[src/rtl/mem_bus_pkg.sv]
// Shared types and constants for the two-port memory bus arbiter.
package mem_bus_pkg;

  typedef enum logic [1:0] {
    IDLE = 2'd0,
    BUSY = 2'd1,
    DONE = 2'd2
  } state_t;

  localparam logic OP_READ  = 1'b0;
  localparam logic OP_WRITE = 1'b1;

  localparam int DEFAULT_ADDR_W = 32;
  localparam int DEFAULT_DATA_W = 32;

endpackage

[src/rtl/rr_pick2.sv]
// Two-way round-robin picker: alternates on contention, otherwise serves the sole requester.
module rr_pick2 (
  input  logic [1:0] req,
  input  logic       last,
  output logic       gnt,
  output logic       valid
);

  // Priority goes to the port that did not win last time when both ask.
  always_comb begin
    valid = req[0] | req[1];
    if (req == 2'b11) begin
      gnt = ~last;
    end else begin
      gnt = req[1];
    end
  end

endmodule

[src/rtl/mem_bus_arbiter.sv]
// Shares one memory bus between two requesters with round-robin grants,
// one transaction in flight, and a watchdog that aborts unanswered accesses.
module mem_bus_arbiter
  import mem_bus_pkg::*;
#(
  parameter int ADDR_W         = DEFAULT_ADDR_W,
  parameter int DATA_W         = DEFAULT_DATA_W,
  parameter int TIMEOUT_CYCLES = 64
) (
  input  logic              clk,
  input  logic              reset,
  input  logic [ADDR_W-1:0] r0_addr,
  input  logic              r0_read_en,
  input  logic              r0_write_en,
  input  logic [DATA_W-1:0] r0_write_val,
  output logic [DATA_W-1:0] r0_read_val,
  output logic              r0_response,
  output logic              r0_error,
  input  logic [ADDR_W-1:0] r1_addr,
  input  logic              r1_read_en,
  input  logic              r1_write_en,
  input  logic [DATA_W-1:0] r1_write_val,
  output logic [DATA_W-1:0] r1_read_val,
  output logic              r1_response,
  output logic              r1_error,
  output logic [ADDR_W-1:0] mem_addr,
  output logic              mem_read_en,
  output logic              mem_write_en,
  output logic [DATA_W-1:0] mem_write_val,
  input  logic [DATA_W-1:0] mem_read_val,
  input  logic              mem_response,
  output logic              busy,
  output logic              grant_owner
);

  state_t            state_r, state_s;
  logic [1:0]        req_s;
  logic              pick_gnt_s, pick_valid_s;
  logic              sel_we_s;
  logic [ADDR_W-1:0] sel_addr_s;
  logic [DATA_W-1:0] sel_wval_s;
  logic              timeout_s;

  logic [31:0]       wd_cnt_r, wd_cnt_s;
  logic              last_grant_r, last_grant_s;
  logic              owner_r, owner_s;
  logic              op_r, op_s;
  logic [ADDR_W-1:0] mem_addr_r, mem_addr_s;
  logic [DATA_W-1:0] mem_wval_r, mem_wval_s;
  logic              mem_re_r, mem_re_s, mem_we_r, mem_we_s;
  logic [DATA_W-1:0] rd_val0_r, rd_val0_s, rd_val1_r, rd_val1_s;
  logic [1:0]        resp_r, resp_s, err_r, err_s;
  logic              busy_r, busy_s;

  assign req_s = {r1_read_en | r1_write_en, r0_read_en | r0_write_en};

  rr_pick2 u_pick (
    .req   (req_s),
    .last  (last_grant_r),
    .gnt   (pick_gnt_s),
    .valid (pick_valid_s)
  );

  // Steer the winning requester's address, data and op towards the latches.
  always_comb begin
    if (pick_gnt_s) begin
      sel_addr_s = r1_addr;
      sel_wval_s = r1_write_val;
      sel_we_s   = r1_write_en;
    end else begin
      sel_addr_s = r0_addr;
      sel_wval_s = r0_write_val;
      sel_we_s   = r0_write_en;
    end
    if (TIMEOUT_CYCLES != 0) begin
      timeout_s = (wd_cnt_r + 32'd1) == 32'(TIMEOUT_CYCLES);
    end else begin
      timeout_s = 1'b0;
    end
  end

  // State register.
  always_ff @(posedge clk or posedge reset) begin
    if (reset) begin
      state_r <= IDLE;
    end else begin
      state_r <= state_s;
    end
  end

  // Next-state logic; a memory answer in the timeout cycle still counts as completion.
  always_comb begin
    state_s = state_r;
    case (state_r)
      IDLE:    if (pick_valid_s) state_s = BUSY; else state_s = IDLE;
      BUSY:    if (mem_response || timeout_s) state_s = DONE; else state_s = BUSY;
      DONE:    state_s = IDLE;
      default: state_s = IDLE;
    endcase
  end

  // Next values of every registered output, latch and the watchdog.
  always_comb begin
    mem_addr_s   = mem_addr_r;
    mem_wval_s   = mem_wval_r;
    mem_re_s     = mem_re_r;
    mem_we_s     = mem_we_r;
    rd_val0_s    = rd_val0_r;
    rd_val1_s    = rd_val1_r;
    resp_s       = 2'b00;
    err_s        = 2'b00;
    owner_s      = owner_r;
    last_grant_s = last_grant_r;
    op_s         = op_r;
    wd_cnt_s     = wd_cnt_r;
    busy_s       = (state_s != IDLE);
    case (state_r)
      IDLE: begin
        if (pick_valid_s) begin
          mem_addr_s   = sel_addr_s;
          mem_wval_s   = sel_wval_s;
          op_s         = sel_we_s ? OP_WRITE : OP_READ;
          mem_we_s     = sel_we_s;
          mem_re_s     = ~sel_we_s;
          owner_s      = pick_gnt_s;
          last_grant_s = pick_gnt_s;
          wd_cnt_s     = 32'd0;
        end else begin
          wd_cnt_s = wd_cnt_r;
        end
      end
      BUSY: begin
        if (mem_response || timeout_s) begin
          mem_re_s        = 1'b0;
          mem_we_s        = 1'b0;
          resp_s[owner_r] = 1'b1;
          err_s[owner_r]  = ~mem_response;
          if (owner_r) begin
            rd_val1_s = (mem_response && op_r == OP_READ) ? mem_read_val : {DATA_W{1'b0}};
          end else begin
            rd_val0_s = (mem_response && op_r == OP_READ) ? mem_read_val : {DATA_W{1'b0}};
          end
        end else begin
          wd_cnt_s = wd_cnt_r + 32'd1;
        end
      end
      DONE:    wd_cnt_s = wd_cnt_r;
      default: wd_cnt_s = wd_cnt_r;
    endcase
  end

  // Output, latch and watchdog registers.
  always_ff @(posedge clk or posedge reset) begin
    if (reset) begin
      mem_addr_r   <= {ADDR_W{1'b0}};
      mem_wval_r   <= {DATA_W{1'b0}};
      mem_re_r     <= 1'b0;
      mem_we_r     <= 1'b0;
      rd_val0_r    <= {DATA_W{1'b0}};
      rd_val1_r    <= {DATA_W{1'b0}};
      resp_r       <= 2'b00;
      err_r        <= 2'b00;
      owner_r      <= 1'b0;
      last_grant_r <= 1'b1;
      op_r         <= OP_READ;
      wd_cnt_r     <= 32'd0;
      busy_r       <= 1'b0;
    end else begin
      mem_addr_r   <= mem_addr_s;
      mem_wval_r   <= mem_wval_s;
      mem_re_r     <= mem_re_s;
      mem_we_r     <= mem_we_s;
      rd_val0_r    <= rd_val0_s;
      rd_val1_r    <= rd_val1_s;
      resp_r       <= resp_s;
      err_r        <= err_s;
      owner_r      <= owner_s;
      last_grant_r <= last_grant_s;
      op_r         <= op_s;
      wd_cnt_r     <= wd_cnt_s;
      busy_r       <= busy_s;
    end
  end

  assign mem_addr      = mem_addr_r;
  assign mem_write_val = mem_wval_r;
  assign mem_read_en   = mem_re_r;
  assign mem_write_en  = mem_we_r;
  assign r0_read_val   = rd_val0_r;
  assign r1_read_val   = rd_val1_r;
  assign r0_response   = resp_r[0];
  assign r1_response   = resp_r[1];
  assign r0_error      = err_r[0];
  assign r1_error      = err_r[1];
  assign busy          = busy_r;
  assign grant_owner   = owner_r;

endmodule

[config.mk]
export PLATFORM = sky130hd
export DESIGN_NAME = mem_bus_arbiter
export DESIGN_NICKNAME = d
export VERILOG_FILES = /design/src/rtl/mem_bus_pkg.sv /design/src/rtl/rr_pick2.sv /design/src/rtl/mem_bus_arbiter.sv
export SDC_FILE = /design/constraint.sdc
export NUM_CORES = 1
export LEC_CHECK = 0
export BUFFER_PORTS_ARGS = -buffer_cell sky130_fd_sc_hd__buf_4
export CORE_ASPECT_RATIO = 0.75
export CORE_MARGIN = 8
export CORE_UTILIZATION = 45
export DETAILED_ROUTE_END_ITERATION = 8
export PLACE_DENSITY = 0.73
export SYNTH_ARGS = -nofsm -noshare
export SYNTH_HDL_FRONTEND = slang
export SYNTH_SLANG_ARGS = --single-unit
[constraint.sdc]
create_clock -name clk -period 12.3 [get_ports clk]
set_clock_uncertainty 0.1 [all_clocks]
set_input_delay 2.46 -clock clk [delete_from_list [all_inputs] [get_ports clk]]
set_output_delay 2.46 -clock clk [all_outputs]
set_load 0.01 [all_outputs]
Word-level counts from Yosys, hierarchy flattened
Cells that the tools add are included.
W data, S select, Z words.
{"block": "word_totals", "in_bits": 167, "regBits": 172, "word_cells": 66}
{"block": "classes", "reduce_logical": 11, "add_sub_neg": 1, "muxes": 23, "magnitude_cmp": 2, "eq_ne": 6, "bitwise_logic": 9}
{"operator": "$mux W32", "n": 5}
{"operator": "$pmux W32 S2", "n": 1}
{"operator": "$add A32 B1 Y32 const B", "n": 1}
{"operator": "$eq A32 B7 Y1 const B", "n": 1}
{"operator": "$reduce_and A3 Y1", "n": 4}
{"operator": "$mux W2", "n": 5}
{"operator": "$mux W1", "n": 8}
{"operator": "$ne A2 B2 Y1 const B", "n": 3}
{"operator": "$not A1 Y1", "n": 5}
{"operator": "$pmux W1 S2", "n": 2}
{"operator": "$pmux W2 S2", "n": 1}
{"operator": "$reduce_bool A2 Y1", "n": 2}
{"operator": "$or A1 B1 Y1", "n": 3}
{"operator": "$and A2 B2 Y2", "n": 1}
{"operator": "$eq A2 B1 Y1 const B", "n": 1}
{"operator": "$eq A2 B2 Y1 const B", "n": 1}
{"operator": "$logic_and A1 B1 Y1", "n": 2}
{"operator": "$logic_not A2 Y1", "n": 1}
{"operator": "$lt A1 B2 Y1 const B", "n": 1}
{"operator": "$reduce_and A2 Y1", "n": 1}
{"operator": "$demux W1 S1", "n": 1}
{"operator": "$ge A1 B1 Y1 const B", "n": 1}
{"operator": "$logic_or A1 B1 Y1", "n": 1}

Logic depth before layout (Yosys ltp)
Gate-level depths: netlist of the first run.
{"block": "depth", "word_depth": 7, "depth_mapped": 14, "mapped_depth_nobuf": 11}

Hierarchy
A second synthesis of the first run with hierarchy kept.
{"block": "unflattened", "cells_unflattened": 813, "hier_area_um2": 8191.6}
{"mod": "mem_bus_arbiter", "n_inst": 1, "cells_each": 811, "area_each_um2": 8177.8, "seq_area_each_um2": 4305.4}
{"mod": "rr_pick2", "n_inst": 1, "cells_each": 2, "area_each_um2": 13.8, "seq_area_each_um2": 0.0}

Worst setup path before layout of the first run
Ideal clock, no wire load.
{"block": "synth_timing", "path_type": "in2reg", "from": "input port r0_write_en", "to": "register mem_addr_r[0] (netlist: mem_addr[0])", "n_path_buf": 3, "required_time_ps": 12117, "path_stages": 7, "slack_ps": 8171, "setup_ps": 83, "arrival_time_ps": 3946, "cell_sequence": "nor4_1 or3_1 clkbuf_1 clkbuf_1 buf_1 nand2_1 o21ai_0"}
{"block": "synth_via", "elab_chain_cells": 4, "word_cells_on_any_way": 6, "classes_between": "eq/ne (1); mux (2); bitwise (2); reduce/logical (1)"}
{"item": "from (decl)", "line_no": "mem_bus_arbiter.sv:14", "rtl": "input logic r0_write_en,"}
{"item": "$or A1 B1 Y1 (*)", "line_no": "mem_bus_arbiter.sv:55", "rtl": "assign req_s = {r1_read_en | r1_write_en, r0_read_en | r0_write_en};"}
{"item": "$eq A2 B2 Y1", "line_no": "rr_pick2.sv:12", "rtl": "if (req == 2'b11) begin"}
{"item": "$mux W1", "line_no": "rr_pick2.sv:12"}
{"item": "$mux W32", "line_no": "mem_bus_arbiter.sv:66", "rtl": "if (pick_gnt_s) begin"}
{"item": "to (signal assigned)", "line_no": "mem_bus_arbiter.sv:155", "rtl": "mem_addr_r <= {ADDR_W{1'b0}};"}
{"item": "to (signal assigned)", "line_no": "mem_bus_arbiter.sv:169", "rtl": "mem_addr_r <= mem_addr_s;"}
{"item": "to (decl)", "line_no": "mem_bus_arbiter.sv:48", "rtl": "logic [ADDR_W-1:0] mem_addr_r, mem_addr_s;"}
Mark *: on every way between the ends. The rest lies on a longest branch, timed or not.
A chain may end at the register's enable or synchronous reset.

Worst setup path in the final report of the first run
{"block": "layout_timing", "from": "input port r0_write_en", "to": "register wd_cnt_r[10]"}
{"block": "layout_via", "elab_chain_cells": 4}
{"item": "$or A1 B1 Y1", "line_no": "mem_bus_arbiter.sv:55"}
{"item": "$or A1 B1 Y1", "line_no": "rr_pick2.sv:11", "rtl": "valid = req[0] | req[1];"}
{"item": "$ne A2 B2 Y1 (no line)"}
{"item": "$reduce_and A3 Y1 (no line)"}
{"item": "to (signal assigned)", "line_no": "mem_bus_arbiter.sv:180", "rtl": "wd_cnt_r <= wd_cnt_s;"}
{"item": "to (decl)", "line_no": "mem_bus_arbiter.sv:44", "rtl": "logic [31:0] wd_cnt_r, wd_cnt_s;"}
No other way between the ends.

==> impl_metrics.toml, run 1 <==
[outcome]
run_status = "finished, final reports clean"

[clocking]
ctsResizeCount = 0
clock_latency_at_the_later_pin_of_the_worst_skew_pair_ps = 430
cts-buffers-inserted = 17
clock_tree.buffer_depth = 2
post_cts.repair.setup_buffers = 0
cts_tree = "done"
ctsRootBufferMaster = "clkbuf_16"
clock-sinks = 172
htree_levels = 4
cts.clk_slew.worst_paths_ps = 70
cts-hold-fix-buffers = 0

[synthesis]
netlist_top_cells_count = "171 x dfrtp_1, 133 x nor2_1, 102 x nand2_1"
area_fraction_in_compound_gates_after_synthesis_pct = 14.9
total_nets_after_synthesis = 1125
synthesis.area_sq_mm = 0.00875
ys_seq_elements = 172
synth_top_area_share_pct = 48.9
synth_flop_type = "dfrtp_1"
yosysWarnings = 0
largest_family_of_logic_cells_by_synthesized_area = "simple AND/OR/NAND/NOR gates"
synth-seq-area-share_pct = 49.2
yosys.area_share.xor_xnor_pct = 1.39
post_synth.cell_area_avg_sq_um = 9.14
syn-instance-count = 957
yosysTopAreaCell = "dfrtp_1"
muxShareOfSynthArea_pct = 7.91
asyncSetResetFlopFracSynth_pct = 100
synth.most_common_cell = "dfrtp_1"
ys_types = 61
yosys-top-cells-area = "dfrtp_1 49%, mux2i_1 7.8%, nor2_1 5.7%"
synth_edf_count = 0
synth-simple-area-share_pct = 21.9
post_synth_fa_ha_maj_area_fraction_pct = 0.143

[pwr]
comb_power_share_pct = 39.9
power.density_mw_per_mm2 = 217
power.internal_w = 0.00159
total_power_w = 0.00254
p_leak_nw = 5.70
seq_power_share_pct = 37.8
power_switching_share_pct = 37.5
clkPwrFrac_pct = 22.3
power.switching_w = 0.000953
power.ir.vdd_worst_v = 0.000123

[sta]
min_period_over_period_pct = 42.1
fin_tns_setup_ps = 0
finalHoldViolations = 0
worstMarginPinSlew_ps = 1170
post-route-min-period_ps = 5180
maxClockFrequency_mhz = 193
maxSlewViolCount = 0
grt_setup_unrepaired = "no"
slew-limit-headroom_pct = 22.1
endpoints_failing_setup = 0

[floorplan]
floorplan.core_area_sq_mm = 0.0192
design.die.area_sq_mm = 0.0242
effective_utilization_at_floorplan_pct = 45.5
io_pins = 303
core.rowCount = 44
width_of_the_die_um = 177
die_height_um = 137

[global_route]
vias_in_the_first_global_route = 7780
global_route_met1_utilization_pct = 28.6
grt.busiest_layer = "met2"
groute.layer.met2.usage_pct = 36.0
grt_use_total_pct = 23.1
pin_count_of_the_biggest_net_entering_global_routing = 139
global_route_wire_length_before_repair_um = 43800
met3_global_route_usage_pct = 10.4
grt_antenna_before_repair = 2
globalRoute.totalOverflow = 0

[worst_setup_path]
worst_ep_arrival_time_ps = 5400
worst_path_dominant_cell_family = "simple AND/OR/NAND/NOR gates"
rr_endpoint = "wd_cnt_r[10]"
crit_path_cell_trace = "buf_4, nor4_1, or3_4, o21a_1, inv_2, mux2_2"
ff2ff_setup_slack_ps = 7700
rr_startpoint = "wd_cnt_r[0]"
critPathRequiredTime_ps = 12510
worstSetupEndpointType = "flop"
setup.worst_path.start_class = "input port"
timing.critical_path.fanout_max = 138
criticalPathCategory = "in -> reg"
crit_slowest_cell = "or3_4"
reg2regPathDepth = 11
max_stage_delay_ps = 1000
cp_num_buf_inv = 2

[placement]
io_buffers = 302
finalWeightedCongestion = 0.921
dp_hpwl_um = 20700

[worst_hold_path]
timing.hold.worst_endpoint = "mem_write_val[11]"
min_from = "mem_write_val[11]"
hold_depth = 2
worstHoldPathType = "reg -> reg"

[finish]
final_nets = 1381
fraction_of_layout_instances_using_a_drive_strength_above_1_pct = 31.6
area_growth_syn_to_layout_pct = 33.8

[drt]
vias_per_cell = 5.44
drc = 0
first_pass_iters = 5
wl_um = 28400
detail-route-antenna-nets = 0
via_count = 8061
avgRoutedWirePerCell_um = 19.2
drt_iter0_markers = 648

[flow_run]
drv.max_cap_violation_count = 0
[worst max path at each step]
stage	startpoint	end	slack [ps]	cells past startpoint
2_1_floorplan	reset	busy	5080	1
3_3_place_gp	r0_write_en	wd_cnt_r[10]	6760	6
3_5_place_dp	r0_write_en	wd_cnt_r[10]	6700	6
4_1_cts	r0_write_en	wd_cnt_r[10]	7150	6
5_1_grt	r0_write_en	wd_cnt_r[10]	6820	6
6_report	r0_write_en	wd_cnt_r[10]	7120	6
[worst min-delay path, cell delays in order (launching register included)]
cell and delay [ps]:
dfrtp_1 350, nand2_1 50, o21ai_0 60
[metrics by stage]
| step | cells | worst slack, ps | area [sq um] | util, % | hold WS [ps] |
|---|---|---|---|---|---|
| 6_report | 1481 | 7120 | 11700 | 60.9 | 381 |
| 3_3_place_gp | 1447 | 6760 | 11100 | 57.7 | 364 |
| 3_5_place_dp | 1447 | 6700 | 11100 | 57.7 | 371 |
| 2_1_floorplan | 957 | 5080 | 8750 | - | 358 |
| 5_1_grt | 1481 | 6820 | 11700 | 60.9 | 404 |
| 4_1_cts | 1479 | 7150 | 11700 | 60.9 | 387 |
[registers in the layout (all words and copies together), names as in the netlist]
signal         cells
state_r            2
mem_addr          32
mem_read_en        1
grant_owner        1
mem_write_en       1
r0_read_val       32
op_r               1
mem_write_val     32
busy               1
r1_read_val       32
wd_cnt_r          32
resp_r             2
err_r              2
last_grant_r       1
[cell usage in the layout, fill, tap and decap left out, types with 12 or more instances in the layout]
master	Yosys	routed
a31oi_1	18	18
nand2b_1	35	35
o21ai_0	78	78
nor2_2	20	20
mux2i_1	68	68
dfrtp_1	171	171
inv_1	14	13
nand2_1	102	101
clkbuf_16	0	17
nor4_1	12	12
nor3_1	12	12
nand3_1	15	14
a21oi_1	85	85
buf_4	8	309
nor2_1	133	132
[power by group through the flow]
| stage | clock network [W] | registers [W] | logic, W |
|---|---|---|---|
| 2_1_floorplan | 0 | 0.00102 | 0.000419 |
| 3_3_place_gp | 0 | 0.000958 | 0.00101 |
| 3_5_place_dp | 0 | 0.000963 | 0.00103 |
| 4_1_cts | 0.000579 | 0.000959 | 0.00103 |
| 5_1_grt | 0.000602 | 0.000990 | 0.00111 |
| 6_report | 0.000568 | 0.000960 | 0.00101 |
[per-layer routing]
layer,vias up,part of all wire [%]
li1,3849,-
met4,0,1.4
met2,321,47
met5,-,0
met1,3869,40
met3,22,12
[logic make-up after synthesis]
family          after synthesis
flops                       172
buf+inv                      87
simple gates                387
mux                          69
compound gates              228
fa+ha+maj                     1
xor+xnor                     13
[cell type report]
| class | count | area (sq um) |
|---|---|---|
| antenna | 2 | 5.00 |
| clock buffer | 17 | 425 |
| clock inverter | 15 | 199 |
| fill | 1650 | 7500 |
| inverter | 15 | 61.3 |
| multi-input combinational | 698 | 4080 |
| sequential | 172 | 4310 |
| tap | 253 | 317 |
| timing repair buffer | 309 | 2320 |
Power figures use the tool's default switching activity.
==> inputs of run 2 (changes only) <==
Clock period 12.3 ns to 5.4 ns, I/O delays scaled along.
==> run 2 against run 1 <==
Compared with the run above:
- register-to-register slack got worse by 6800 ps
- final cell count rose by 0.14%
- core utilization fell by 0.065 points
- global-route usage rose by 0.19 points
- combinational power rose by 130%
- critical path depth rose by 5
- critical path type is now reg -> reg
- largest cell class unchanged
==> impl_metrics.toml, run 2 (synthesis results as in run 1) <==
[floorplan]
io_pins = 303
floorplan.core_area_sq_mm = 0.0192
core.rowCount = 44
effective_utilization_at_floorplan_pct = 45.5
width_of_the_die_um = 177
die_height_um = 137
design.die.area_sq_mm = 0.0242

[clocking]
cts.clk_slew.worst_paths_ps = 70
clock-sinks = 172
htree_levels = 4
cts-hold-fix-buffers = 0
clock_latency_at_the_later_pin_of_the_worst_skew_pair_ps = 430
cts-buffers-inserted = 17
post_cts.repair.setup_buffers = 0
clock_tree.buffer_depth = 2
ctsResizeCount = 0
ctsRootBufferMaster = "clkbuf_16"
cts_tree = "done"

[finish]
layout.filler_cells = 1648
mostFrequentLayoutCell = "buf_4"
leading_cell_types_in_the_layout_fill_and_taps_excluded = "312 x buf_4, 171 x dfrtp_1, 132 x nor2_1, 101 x nand2_1, 85 x a21oi_1"
final_nets = 1385
antenna-diode-count = 0
area_growth_syn_to_layout_pct = 33.7
fraction_of_layout_instances_using_a_drive_strength_above_1_pct = 31.8

[sta]
endpoints_failing_setup = 0
slew-limit-headroom_pct = 27.6
maxClockFrequency_mhz = 224
grt_setup_unrepaired = "no"
post-route-min-period_ps = 4460
min_period_over_period_pct = 82.5
maxSlewViolCount = 0
layout_setup_ws_ps = 943
fin_tns_setup_ps = 0
finalHoldViolations = 0
worstMarginPinSlew_ps = 1090

[drt]
drt_iter0_markers = 653
detail-route-antenna-nets = 0
wl_um = 28900
vias_per_cell = 5.44
drc = 0
via_count = 8071
avgRoutedWirePerCell_um = 19.5
first_pass_iters = 5

[worst_setup_path]
reg2regPathDepth = 11
timing.critical_path.fanout_max = 32
worstSetupEndpointType = "flop"
worst_ep_arrival_time_ps = 4650
critPathRequiredTime_ps = 5600
rr_startpoint = "wd_cnt_r[0]"
rr_endpoint = "r0_read_val[19]"
setup.worst_path.start_class = "flop"
ff2ff_setup_slack_ps = 940
criticalPathCategory = "reg -> reg"

[pwr]
clkPwrFrac_pct = 21.2
power.internal_w = 0.00354
power.ir.vdd_worst_v = 0.000304
power.density_mw_per_mm2 = 490
seq_power_share_pct = 38.3
power_switching_share_pct = 38.2
comb_power_share_pct = 40.5
p_leak_nw = 5.70
power.switching_w = 0.00219

[global_route]
global_route_met1_utilization_pct = 28.9
global_route_wire_length_before_repair_um = 44400
vias_in_the_first_global_route = 7873
grt_antenna_before_repair = 0
pin_count_of_the_biggest_net_entering_global_routing = 118
met3_global_route_usage_pct = 10.3
groute.layer.met2.usage_pct = 37.3
grt.busiest_layer = "met2"
globalRoute.totalOverflow = 0
grt_use_total_pct = 23.3

[placement]
finalWeightedCongestion = 0.923
dp_hpwl_um = 21100
io_buffers = 302
place_ws_ps = 1060

[worst_hold_path]
worstHoldPathType = "reg -> reg"
timing.hold.worst_endpoint = "mem_addr[10]"
min_from = "mem_addr[10]"
hold_depth = 2

[outcome]
run_status = "finished, final reports clean"

[flow_run]
drv.max_cap_violation_count = 0
-- run 2: cell types whose count changed in the layout (fill, tap and decap cells not counted), moves of 2 or more --
cell / delta
diode_2: -2
clkinvlp_4: +2
bufinv_16: -2
buf_4: +3
-- run 2: per-layer routing --
| metal | vias to the layer above | part of all wire (%) |
|---|---|---|
| met4 | 0 | 0.88 |
| met2 | 348 | 48 |
| met3 | 23 | 12 |
| met5 | - | 0 |
| li1 | 3844 | - |
| met1 | 3856 | 39 |
-- run 2: layout make-up --
class	count	area [sq um]	area share, %
flip-flops and latches	172	4310	36.8
repair buffers	313	2360	20.2
multi-input cells	698	4070	34.8
inverters	15	60.1	0.513
clock buffers	18	439	3.75
well taps	253	317	2.71
clock inverters	14	141	1.21
-- run 2: stage by stage --
step	power (W)	utilization [%]	hold slack, ps	area, sq um	instances
final	0.00573	60.9	383	11700	1483
after global routing	0.00609	60.9	407	11700	1483
after CTS	0.00578	60.9	388	11700	1483
after detailed placement	0.00455	57.9	371	11100	1451
after global placement	0.00450	57.9	363	11100	1451
after floorplan	0.00329	-	358	8750	957
-- run 2: worst max-delay path by stage --
stage	cells after the start	slack [ps]	endpoint	startpoint
global route	11	760	r0_read_val[12]	wd_cnt_r[0]
floorplan	12	1810	r0_read_val[1]	wd_cnt_r[0]
global placement	11	1160	r0_read_val[12]	wd_cnt_r[0]
finish	11	940	r0_read_val[19]	wd_cnt_r[0]
CTS	11	1010	r0_read_val[12]	wd_cnt_r[0]
detailed placement	11	1060	r0_read_val[12]	wd_cnt_r[0]
-- run 2: critical path: stages (launching register included) --
cell	delay (ps)
dfrtp_1	440
ha_1	330
nand3_4	150
nor4_1	650
nand4_1	210
xor2_1	180
nand3_1	130
or4_1	540
or4_1	760
nor3_4	260
buf_4	420
nor2_1	110
-- run 2: power groups by stage --
| stage | Combinational [W] | Clock, W | Sequential, W |
|---|---|---|---|
| 3_3_place_gp | 0.00232 | 0 | 0.00218 |
| 3_5_place_dp | 0.00235 | 0 | 0.00220 |
| 4_1_cts | 0.00235 | 0.00123 | 0.00219 |
| 5_1_grt | 0.00255 | 0.00128 | 0.00226 |
| 6_report | 0.00232 | 0.00121 | 0.00220 |
| 2_1_floorplan | 0.000956 | 0 | 0.00233 |
